===== src/rtl/vga_timing_sequencer.sv =====
// vga_timing_sequencer: raster sequencer for the 800x600@72 display path.
//   Tracks (h,v) with horizontal/vertical phase FSMs and emits sync, display
//   enable, raster position and a render window with window-local coordinates.
// Latency: every output is registered and describes the position the counters
//   held on the emitting edge, so outputs lag the counters by one edge.
// Stall: on edges with run=0 the counters and position outputs hold, while the
//   qualifiers (de, win_active, line_start, frame_start) drop to 0, so no
//   pixel is ever emitted twice or skipped.
// Ports:
//   clk, reset (async, active-high), run (advance enable)
//   hsync, vsync, de             - sync and visible-area enable
//   x, y                         - raster position of the emitted pixel
//   win_active, win_x, win_y     - render window flag and local coordinates
//   line_start, frame_start      - one-cycle strobes at x=0 / (0,0)
//   frame_cnt                    - completed frames, modulo 2^16
module vga_timing_sequencer #(
  parameter int   H_ACTIVE = 800,
  parameter int   H_FP     = 56,
  parameter int   H_SYNC   = 120,
  parameter int   H_BP     = 64,
  parameter int   V_ACTIVE = 600,
  parameter int   V_FP     = 37,
  parameter int   V_SYNC   = 6,
  parameter int   V_BP     = 23,
  parameter logic SYNC_POL = 1'b1,
  parameter int   WIN_X0   = 144,
  parameter int   WIN_Y0   = 172,
  parameter int   WIN_W    = 512,
  parameter int   WIN_H    = 256
) (
  input  logic        clk,
  input  logic        reset,
  input  logic        run,
  output logic        hsync,
  output logic        vsync,
  output logic        de,
  output logic [10:0] x,
  output logic [9:0]  y,
  output logic        win_active,
  output logic [8:0]  win_x,
  output logic [7:0]  win_y,
  output logic        line_start,
  output logic        frame_start,
  output logic [15:0] frame_cnt
);

  localparam int H_TOTAL = H_ACTIVE + H_FP + H_SYNC + H_BP;
  localparam int V_TOTAL = V_ACTIVE + V_FP + V_SYNC + V_BP;

  // Last count of each phase; the phase changes as the counter leaves it.
  localparam logic [10:0] H_ACT_END  = 11'(H_ACTIVE - 1);
  localparam logic [10:0] H_FP_END   = 11'(H_ACTIVE + H_FP - 1);
  localparam logic [10:0] H_SYNC_END = 11'(H_ACTIVE + H_FP + H_SYNC - 1);
  localparam logic [10:0] H_LAST     = 11'(H_TOTAL - 1);
  localparam logic [9:0]  V_ACT_END  = 10'(V_ACTIVE - 1);
  localparam logic [9:0]  V_FP_END   = 10'(V_ACTIVE + V_FP - 1);
  localparam logic [9:0]  V_SYNC_END = 10'(V_ACTIVE + V_FP + V_SYNC - 1);
  localparam logic [9:0]  V_LAST     = 10'(V_TOTAL - 1);

  localparam logic [10:0] WX_LO = 11'(WIN_X0);
  localparam logic [10:0] WX_HI = 11'(WIN_X0 + WIN_W);
  localparam logic [9:0]  WY_LO = 10'(WIN_Y0);
  localparam logic [9:0]  WY_HI = 10'(WIN_Y0 + WIN_H);

  typedef enum logic [1:0] {
    PH_ACTIVE,
    PH_FP,
    PH_SYNC,
    PH_BP
  } phase_t;

  // Raster state
  logic [10:0] h_q, h_d;
  logic [9:0]  v_q, v_d;
  phase_t      h_ph_q, h_ph_d;
  phase_t      v_ph_q, v_ph_d;
  logic [15:0] wrap_cnt_q, wrap_cnt_d;

  // Output registers
  logic        hsync_q, hsync_d;
  logic        vsync_q, vsync_d;
  logic        de_q, de_d;
  logic [10:0] x_q, x_d;
  logic [9:0]  y_q, y_d;
  logic        win_active_q, win_active_d;
  logic [8:0]  win_x_q, win_x_d;
  logic [7:0]  win_y_q, win_y_d;
  logic        line_start_q, line_start_d;
  logic        frame_start_q, frame_start_d;
  logic [15:0] frame_cnt_q, frame_cnt_d;

  logic h_wrap;
  logic frame_wrap;
  logic in_win;

  always_comb begin
    h_d        = h_q;
    v_d        = v_q;
    h_ph_d     = h_ph_q;
    v_ph_d     = v_ph_q;
    wrap_cnt_d = wrap_cnt_q;

    h_wrap     = (h_q == H_LAST);
    frame_wrap = h_wrap && (v_q == V_LAST);

    if (run) begin
      if (h_wrap) begin
        h_d    = '0;
        h_ph_d = PH_ACTIVE;
      end else begin
        h_d = h_q + 11'd1;
        if (h_q == H_ACT_END)       h_ph_d = PH_FP;
        else if (h_q == H_FP_END)   h_ph_d = PH_SYNC;
        else if (h_q == H_SYNC_END) h_ph_d = PH_BP;
      end

      if (h_wrap) begin
        if (v_q == V_LAST) begin
          v_d    = '0;
          v_ph_d = PH_ACTIVE;
        end else begin
          v_d = v_q + 10'd1;
          if (v_q == V_ACT_END)       v_ph_d = PH_FP;
          else if (v_q == V_FP_END)   v_ph_d = PH_SYNC;
          else if (v_q == V_SYNC_END) v_ph_d = PH_BP;
        end
      end

      if (frame_wrap) wrap_cnt_d = wrap_cnt_q + 16'd1;
    end
  end

  assign in_win = (h_q >= WX_LO) && (h_q < WX_HI) && (v_q >= WY_LO) && (v_q < WY_HI);

  always_comb begin
    // Position-type outputs hold across a stall; qualifiers drop to 0.
    hsync_d       = hsync_q;
    vsync_d       = vsync_q;
    x_d           = x_q;
    y_d           = y_q;
    win_x_d       = win_x_q;
    win_y_d       = win_y_q;
    frame_cnt_d   = frame_cnt_q;
    de_d          = 1'b0;
    win_active_d  = 1'b0;
    line_start_d  = 1'b0;
    frame_start_d = 1'b0;

    if (run) begin
      hsync_d       = (h_ph_q == PH_SYNC) ? SYNC_POL : ~SYNC_POL;
      vsync_d       = (v_ph_q == PH_SYNC) ? SYNC_POL : ~SYNC_POL;
      de_d          = (h_ph_q == PH_ACTIVE) && (v_ph_q == PH_ACTIVE);
      x_d           = h_q;
      y_d           = v_q;
      win_active_d  = in_win;
      win_x_d       = in_win ? 9'(h_q - WX_LO) : '0;
      win_y_d       = in_win ? 8'(v_q - WY_LO) : '0;
      line_start_d  = (h_q == '0);
      frame_start_d = (h_q == '0) && (v_q == '0);
      // The internal wrap count bumps on the edge that emits the last pixel;
      // loading it here makes frame_cnt step together with the emitted (0,0),
      // keeping it aligned with every other output.
      frame_cnt_d   = wrap_cnt_q;
    end
  end

  always_ff @(posedge clk or posedge reset) begin
    if (reset) begin
      h_q           <= '0;
      v_q           <= '0;
      h_ph_q        <= PH_ACTIVE;
      v_ph_q        <= PH_ACTIVE;
      wrap_cnt_q    <= '0;
      hsync_q       <= ~SYNC_POL;
      vsync_q       <= ~SYNC_POL;
      de_q          <= 1'b0;
      x_q           <= '0;
      y_q           <= '0;
      win_active_q  <= 1'b0;
      win_x_q       <= '0;
      win_y_q       <= '0;
      line_start_q  <= 1'b0;
      frame_start_q <= 1'b0;
      frame_cnt_q   <= '0;
    end else begin
      h_q           <= h_d;
      v_q           <= v_d;
      h_ph_q        <= h_ph_d;
      v_ph_q        <= v_ph_d;
      wrap_cnt_q    <= wrap_cnt_d;
      hsync_q       <= hsync_d;
      vsync_q       <= vsync_d;
      de_q          <= de_d;
      x_q           <= x_d;
      y_q           <= y_d;
      win_active_q  <= win_active_d;
      win_x_q       <= win_x_d;
      win_y_q       <= win_y_d;
      line_start_q  <= line_start_d;
      frame_start_q <= frame_start_d;
      frame_cnt_q   <= frame_cnt_d;
    end
  end

  assign hsync       = hsync_q;
  assign vsync       = vsync_q;
  assign de          = de_q;
  assign x           = x_q;
  assign y           = y_q;
  assign win_active  = win_active_q;
  assign win_x       = win_x_q;
  assign win_y       = win_y_q;
  assign line_start  = line_start_q;
  assign frame_start = frame_start_q;
  assign frame_cnt   = frame_cnt_q;

endmodule


===== config.mk =====
export PLATFORM = sky130hd
export DESIGN_NAME = vga_timing_sequencer
export DESIGN_NICKNAME = d
export VERILOG_FILES = /design/src/rtl/vga_timing_sequencer.sv
export SDC_FILE = /design/constraint.sdc
export NUM_CORES = 1
export LEC_CHECK = 0
export CAP_MARGIN = 25
export CORE_MARGIN = 3
export CORE_UTILIZATION = 50
export DETAILED_ROUTE_END_ITERATION = 10
export PLACE_DENSITY = 0.85
export SLEW_MARGIN = 20
export SYNTH_ARGS = -nofsm -noshare
export SYNTH_HDL_FRONTEND = slang
export SYNTH_SLANG_ARGS = --single-unit

===== constraint.sdc =====
create_clock -name clk -period 3.3 [get_ports clk]
set_input_delay 0.495 -clock clk [delete_from_list [all_inputs] [get_ports clk]]
set_output_delay 0.495 -clock clk [all_outputs]
set_load 0.05 [all_outputs]

==> results.md, run 1 <==
- The run finished with clean final reports.
- In the final layout, the share of cells above drive strength 1 is 14.2%.
- The layout has 760 filler cells.
- The total congestion overflow after global routing is 0.
- The number of standard cells in the layout, taps in and fillers out is 615.
- The shortest period the worst path allows is 2.60 ns.
- After technology mapping, the gate count stands at 432.
- In the final routed layout, each cell accounts on average for 16.8 um.
- The floorplan step set the die width to 105 um.
- The data arrival time of the critical path is 2.84 ns.
- The area growth from synthesis to layout is 17.1%.
- The wire length of the first global-routing pass is 17700 um.
- The total number of yosys warnings is 0.
- The peak clock frequency supported by timing is 385 MHz.
- The number of buffers added for setup after CTS is 0.
- The final hold violation count was 0.
- Counting flops and latches in the post-synthesis netlist gives 101.
- Across every metal layer, demand over resource in global routing totals 19.7%.
- The count of boundary I/O pins is 63.
- CTS placed an instance of sky130_fd_sc_hd__clkbuf_8 at the clock tree root.
- In this run, CTS created clock tree buffers numbering 9.
- The placeable core region is 9420 um2.
- Setup repair after global routing left no endpoint under its margin.
- The hold slack is 0.489 ns.
- The number of gates resized after CTS was 0.
- Of the synthesized area, sequential elements account for 51.4%.
- The CTS sink count is 101.
- The final count of negative-setup-slack endpoints is 0.
- The worst path meets setup with 0.702 ns of slack.
- The post-placement cell count is 599.
- Ranked by total cell area, the synthesized netlist is headed by sky130_fd_sc_hd__dfrtp_1, sky130_fd_sc_hd__mux2_2, sky130_fd_sc_hd__ha_1, sky130_fd_sc_hd__xor2_1, sky130_fd_sc_hd__xnor2_1.
- After clock tree synthesis, the clock-pin slew on the worst setup and hold paths is 0.10 ns.
- The H-tree depth is 3.
- The total wirelength of the detailed-routed design is 10300 um.
- The synthesized design contains 0 enable-type register cells.
- The initial antenna violation count is 0.
- For the final routed database, the setup TNS stands at 0 ns.
- The via count of the first global-routing pass is 3473.
- The power density over cell area is 471 nW/um2.
- The required time of the worst setup path is 3.54 ns.
- Before CTS, the worst setup slack after placement is 0.742 ns.
- The worst setup path is captured at a flip-flop.
- The die is 105 um tall.
- In this run the worst hold path is classified as flip-flop to flip-flop.
- The synthesized design spends more area on one cell type than any other, namely sky130_fd_sc_hd__dfrtp_1.
- The detailed router finished its first iteration with 158 violations.
- The number of nets in the layout is 499.
- The worst IR drop on VDD is 0.000283 V.
- The number of nets in the synthesized netlist is 450.
- The global placement routability congestion is 0.918.
- Using the TritonRoute via totals, the vias-per-cell ratio works out to 5.55.
- The floorplan step defined a die boundary enclosing 11100 um2.
- The number of hold buffers added after CTS was 0.
- The post-route DRC violation count is 0.
- The TritonCTS clock tree is yes.
- For this run, the leading register cell type out of synthesis is sky130_fd_sc_hd__dfrtp_1.
- After synthesis, the share of flip-flops with an asynchronous set or reset is 100%.
- The worst setup path is launched from a flip-flop.
- The portion of the clock cycle consumed by the worst path in the final layout is 78.7%.
- The number of slew-limit violations in the final report is 0.
- The worst setup path is of the flip-flop to flip-flop kind.
- The netlist area before placement is 4910 um2.
- The iteration count of the initial detailed-routing pass is 4.
- The later pin in the worst-skew pair is clocked with a latency of 0.35 ns.
- The unique cell type count in the Yosys netlist is 53.
- After synthesis, the mean cell area works out to 11.4 um2.
- The repair_antennas step left the layout with diodes totalling 0.
- The number of vias in the routed layout is 3412.
- Along the worst path, the maximum fanout reaches 12.
- Headroom to the max-slew limit came out at 36.1%.
- The transition time of the tightest slew-check pin is 0.959 ns.
- Once the floorplan was initialized, standard cells occupied 52.2% of the core.
- The post-detailed-route count of antenna-violating nets is 0.
- After floorplanning, the core was divided into 35 placement rows.
- The HPWL reported at the end of detailed placement is 7120 um.
- Clock skew on the completed layout was measured at 0.0123 ns.
- After synthesis, the largest area contributor takes up 51.4% of total cell area.
- The pin count of the biggest net entering global routing is 66.
- Max-cap violations in this run came to 0.
- The count of input and output buffers is 62.
- In this run the deepest clock path goes through 2 buffers.
- The leakage power summed over all cells is 0.00261 uW.
sequential cells by signal (all words and copies together) (netlist names), 2 cells and up:
register and cells:
wrap_cnt_q 16, v_q 10, x 11, h_ph_q 2, frame_cnt 16, y 10, win_x 9, v_ph_q 2
h_q 11, win_y 8
per-stage QoR:
step / util (%) / total power (uW) / cell area (um2)
after floorplan: - / 1790 / 4910
after global placement: 59.0 / 1920 / 5550
after detailed placement: 59.0 / 1940 / 5550
after CTS: 61.1 / 2740 / 5750
after global routing: 61.1 / 2840 / 5750
final: 61.1 / 2710 / 5750
metal layers:
metal,up-vias,routed length (um),GRT usage (%)
met5,-,0,0
met4,0,140,5.53
met3,13,644,4.51
met2,105,4730,30.2
met1,1670,4790,28.1
li1,1624,-,-
cell families after synthesis:
group | synth area share, %
AND/OR/NAND/NOR | 15.2
flip-flops | 51.4
buffers and inverters | 6.14
AO/OA/AOI/OAI | 9.83
multiplexers | 7.74
XOR/XNOR | 5.88
adder cells (fa/ha/maj) | 3.82
power breakdown:
part / switching [uW] / internal (uW) / leakage (uW) / total [uW]
registers: 112 / 1310 / 0.00130 / 1420
logic: 320 / 177 / 0.00120 / 497
clock network: 417 / 374 / 0.000104 / 791
total: 848 / 1860 / 0.00261 / 2710
cell usage in the layout (no fill, tap or decap), types with 4 or more instances in the layout:
cell type / instances
sky130_fd_sc_hd__dfrtp_1: 101
sky130_fd_sc_hd__clkdlybuf4s50_1: 61
sky130_fd_sc_hd__nand2_1: 33
sky130_fd_sc_hd__inv_1: 32
sky130_fd_sc_hd__mux2_2: 32
sky130_fd_sc_hd__xor2_1: 18
sky130_fd_sc_hd__o21ai_0: 18
sky130_fd_sc_hd__xnor2_1: 15
sky130_fd_sc_hd__ha_1: 15
sky130_fd_sc_hd__nor3_1: 14
sky130_fd_sc_hd__nand3_1: 14
sky130_fd_sc_hd__nand4_1: 13
sky130_fd_sc_hd__nor2_1: 12
sky130_fd_sc_hd__clkbuf_8: 10
sky130_fd_sc_hd__and3_1: 8
sky130_fd_sc_hd__and4_1: 7
sky130_fd_sc_hd__o32ai_2: 6
sky130_fd_sc_hd__o41ai_1: 6
sky130_fd_sc_hd__nor4_1: 6
sky130_fd_sc_hd__a21oi_1: 4
cells in the mapped netlist (3+ instances only):
cell type / count
sky130_fd_sc_hd__buf_1: 4
sky130_fd_sc_hd__dfrtp_1: 101
sky130_fd_sc_hd__nand3_1: 14
sky130_fd_sc_hd__o32ai_2: 6
sky130_fd_sc_hd__mux2_2: 32
sky130_fd_sc_hd__nor4_1: 6
sky130_fd_sc_hd__xor2_1: 18
sky130_fd_sc_hd__o21ai_0: 18
sky130_fd_sc_hd__nand2_1: 33
sky130_fd_sc_hd__o41ai_1: 6
sky130_fd_sc_hd__nor3b_1: 3
sky130_fd_sc_hd__inv_1: 33
sky130_fd_sc_hd__and3_1: 8
sky130_fd_sc_hd__nor3_1: 14
sky130_fd_sc_hd__o41ai_2: 3
sky130_fd_sc_hd__nand4_1: 13
sky130_fd_sc_hd__clkbuf_1: 6
sky130_fd_sc_hd__and4b_1: 3
sky130_fd_sc_hd__and4bb_2: 3
sky130_fd_sc_hd__buf_2: 9
sky130_fd_sc_hd__xnor2_1: 15
sky130_fd_sc_hd__ha_1: 15
sky130_fd_sc_hd__buf_6: 5
sky130_fd_sc_hd__and4_1: 7
sky130_fd_sc_hd__and2_1: 3
sky130_fd_sc_hd__nor2_1: 12
sky130_fd_sc_hd__or3_1: 3
sky130_fd_sc_hd__o2bb2ai_1: 3
sky130_fd_sc_hd__a21oi_1: 4
worst paths after layout:
path / from / endpoint / slack [ns] / depth (start not counted)
worst min register to register: win_x[8] / win_x[8] / 0.49 / 2
min in group asynchronous: reset / frame_cnt[11] / 0.58 / 2
worst max-delay path: h_q[4] / wrap_cnt_q[1] / 0.70 / 6
worst min-delay path: win_x[8] / win_x[8] / 0.49 / 2
worst max register to register: h_q[4] / wrap_cnt_q[1] / 0.70 / 6
max in group asynchronous: reset / h_q[9] / 2.01 / 3
final cells by class:
cell class / count / area (um2) / share of cell area, %
well taps: 129 / 161 / 2.81
multi-input cells: 270 / 2080 / 36.2
clock buffers: 11 / 141 / 2.46
flip-flops and latches: 101 / 2530 / 43.9
clock inverters: 5 / 57.6 / 1.00
inverters: 34 / 130 / 2.26
repair buffers: 65 / 651 / 11.3
worst max-delay path, cell delays in order (launching register included):
cell and delay [ns]:
sky130_fd_sc_hd__dfrtp_1 0.50, sky130_fd_sc_hd__inv_1 0.16, sky130_fd_sc_hd__ha_1 0.23, sky130_fd_sc_hd__and4bb_2 0.31
sky130_fd_sc_hd__nand3_1 0.37, sky130_fd_sc_hd__nor2_1 0.53, sky130_fd_sc_hd__mux2_2 0.39
Note: power is estimated with default switching activity, not from simulation.
==> inputs of run 2 (changes only) <==
Settings changed: CORE_UTILIZATION 50 to 55, PLACE_DENSITY 0.85 to 0.88.
Clock period 3.3 ns to 2.46 ns, I/O delays scaled along.
==> run 2 against run 1 <==
Count of clock-buffer cells in the layout shrank 1. Cell count shrank 2.0%. Global-route usage grew 2.4 points. Largest cell class unchanged. Cell area grew 1.1%. Critical path depth is the same. Via count grew 4.6%. Hold slack lost 0.081 ns. Die area shrank 8.6%. Highest routed layer unchanged. Non-clock buffer count grew 13. Clock power grew 30%.
==> results.md, run 2 (synthesis results as in run 1) <==
- 63 I/O pins were placed.
- In the post-route analysis, the smallest setup slack over all paths is 0.0842 ns.
- The number of gates resized after CTS was 0.
- CTS placed an instance of sky130_fd_sc_hd__clkbuf_8 at the clock tree root.
- Timing would allow up to 421 MHz.
- Routability-driven placement finished with a final weighted congestion of 0.977.
- Along the worst path, the maximum fanout reaches 18.
- The H-tree generated during clock tree synthesis spans 3 levels.
- The TritonCTS clock tree is yes.
- In the final layout, the share of cells above drive strength 1 is 16.5%.
- The total placed instance area is 5620 um2.
- Combinational logic is responsible for 20.3% of the overall power.
- For this run, the total global-route usage over all layers was measured as 22.1%.
- For this configuration, the core starts out at a cell density of 58.3%.
- For this block, the routed nets add up to 10500 um of wire.
- Global routing consumed, on the met3 layer, 5.12% of the routing resources.
- The worst slack after detailed placement is 0.122 ns.
- The synthesis-to-finish area growth is 18.3%.
- The final worst clock skew is 0.0152 ns.
- The first routing iteration left 297 violations.
- Headroom to the max-slew limit came out at 62.7%.
- The category of the worst setup path capture point is a flip-flop.
- Adding up every negative setup slack in the final design gives 0 ns.
- The via count of the first global-routing pass was 3497.
- The design draws 3650 uW.
- The data arrival time of the critical path is 2.59 ns.
- The final core area utilization is 69.0%.
- Setup repair after global routing left no endpoint under its margin.
- The pin count of the biggest net entering global routing is 102.
- The max-cap violation count is 0.
- 0 antenna diodes ended up in the layout.
- The share of total power dissipated in the clock network is 28.2%.
- Leaving out fill and tap cells, the most frequent cell in the layout is sky130_fd_sc_hd__dfrtp_1.
- The number of vias in the routed layout is 3570.
- The clock drives 101 sinks.
- IR analysis of the VDD net gives a maximum drop of 0.000539 V.
- The die area is 10100 um2.
- The category of the worst setup path launch point is a flip-flop.
- The shortest period the worst path allows is 2.38 ns.
- The final hold violation count was 0.
- After clock tree synthesis, the flow added hold-fix buffers numbering 0.
- The total net switching power is 1160 uW.
- After detailed routing, the number of remaining DRC violations is 0.
- The wire length of the first global-routing pass is 17800 um.
- The met2 usage is 32.0%.
- The initialized floorplan defines 33 standard-cell rows.
- The required time of the worst setup path is 2.67 ns.
- After clock tree synthesis, the clock-pin slew on the worst setup and hold paths is 0.09 ns.
- The internal power contribution is 2490 uW.
- The depth of the worst register-to-register path is 6.
- In this run the deepest clock path goes through 2 buffers.
- The most utilized layer in the global route result is met1.
- The placeable core region is 8420 um2.
- The initial antenna violation count is 0.
- The post-detailed-route count of antenna-violating nets is 0.
- The x dimension of the die is 101 um.
- The top cell types in the final layout, fill and taps aside, are sky130_fd_sc_hd__dfrtp_1, sky130_fd_sc_hd__clkdlybuf4s50_1, sky130_fd_sc_hd__nand2_1.
- Summed over all cells, the static leakage comes to 0.00265 uW.
- The first detailed-routing pass ran for 5 iterations.
- The run finished with clean final reports.
- Counting instances, the worst hold path has a depth of 3.
- The type of the setup path with the least slack is flip-flop to flip-flop.
- After the last flow step, the layout net total stands at 512.
- The finished cells cover 5810 um2.
- Counting the buffers created by CTS gives 9.
- For the pin with the worst max-slew slack, the measured transition is 0.559 ns.
- The final count of negative-setup-slack endpoints is 0.
- The switching power share of the total is 31.9%.
- At the later pin of the worst-skew pair, clock insertion delay measures 0.36 ns.
- The HPWL reported at the end of detailed placement is 7240 um.
- The power density over cell area is 628 nW/um2.
- The number of slew-limit violations in the final report is 0.
- The die boundary height is 101 um.
- In the global route stage, met1 resource usage came out at 33.4%.
- The class of the tightest hold or removal check is input port to flip-flop.
- Dividing the detail-routed wire length by the instance count gives 17.4 um.
- During placement, the flow inserted port buffers numbering 62.
- The via count normalized by instance count is 5.92.
- The worst path uses 96.6% of the clock period.
- After clock tree synthesis, the setup repair step added 0 buffers.
- The share of total power dissipated in sequential elements is 51.5%.
- The total congestion overflow after global routing is 0.
run 2: through the flow:
stage,hold WS (ns),instances
finish,0.408,603
CTS,0.391,603
detailed placement,0.468,588
global route,0.413,603
floorplan,0.431,432
global placement,0.463,588
run 2: cell type report:
| class | count | area, um2 |
|---|---|---|
| Tap cell | 105 | 131 |
| Inverter | 34 | 131 |
| Fill cell | 639 | 2610 |
| Multi-Input combinational cell | 270 | 2090 |
| Clock inverter | 5 | 62.6 |
| Timing Repair Buffer | 78 | 748 |
| Clock buffer | 10 | 128 |
| Sequential cell | 101 | 2530 |
run 2: worst paths after layout:
kind                            startpoint             to  slack, ns
worst max-delay path                v_q[2]       win_y[6]       0.08
worst min-delay path                   run         h_q[2]       0.41
worst max register to register      v_q[2]       win_y[6]       0.08
worst min register to register    win_x[6]       win_x[6]       0.49
max in group asynchronous            reset  wrap_cnt_q[5]       1.53
min in group asynchronous            reset  frame_cnt[13]       0.45
run 2: power groups by stage:
stage	sequential, uW	combinational (uW)	clock (uW)
2_1_floorplan	2050	347	0
3_3_place_gp	1900	709	0
3_5_place_dp	1910	730	0
4_1_cts	1880	738	1050
5_1_grt	1900	788	1110
6_report	1880	741	1030
run 2: worst max-delay path, cell delays in order (launching register included):
cell	delay [ns]
sky130_fd_sc_hd__dfrtp_1	0.47
sky130_fd_sc_hd__ha_1	0.31
sky130_fd_sc_hd__o21a_1	0.23
sky130_fd_sc_hd__o21ba_2	0.20
sky130_fd_sc_hd__a2111o_1	0.38
sky130_fd_sc_hd__buf_4	0.22
sky130_fd_sc_hd__o41ai_1	0.42
run 2: layer usage:
layer	wire length, um	share of wire, %	vias up
met2	4900	47	112
met5	0	0	-
met4	142	1.4	0
met1	4890	47	1793
li1	-	-	1649
met3	546	5.2	16
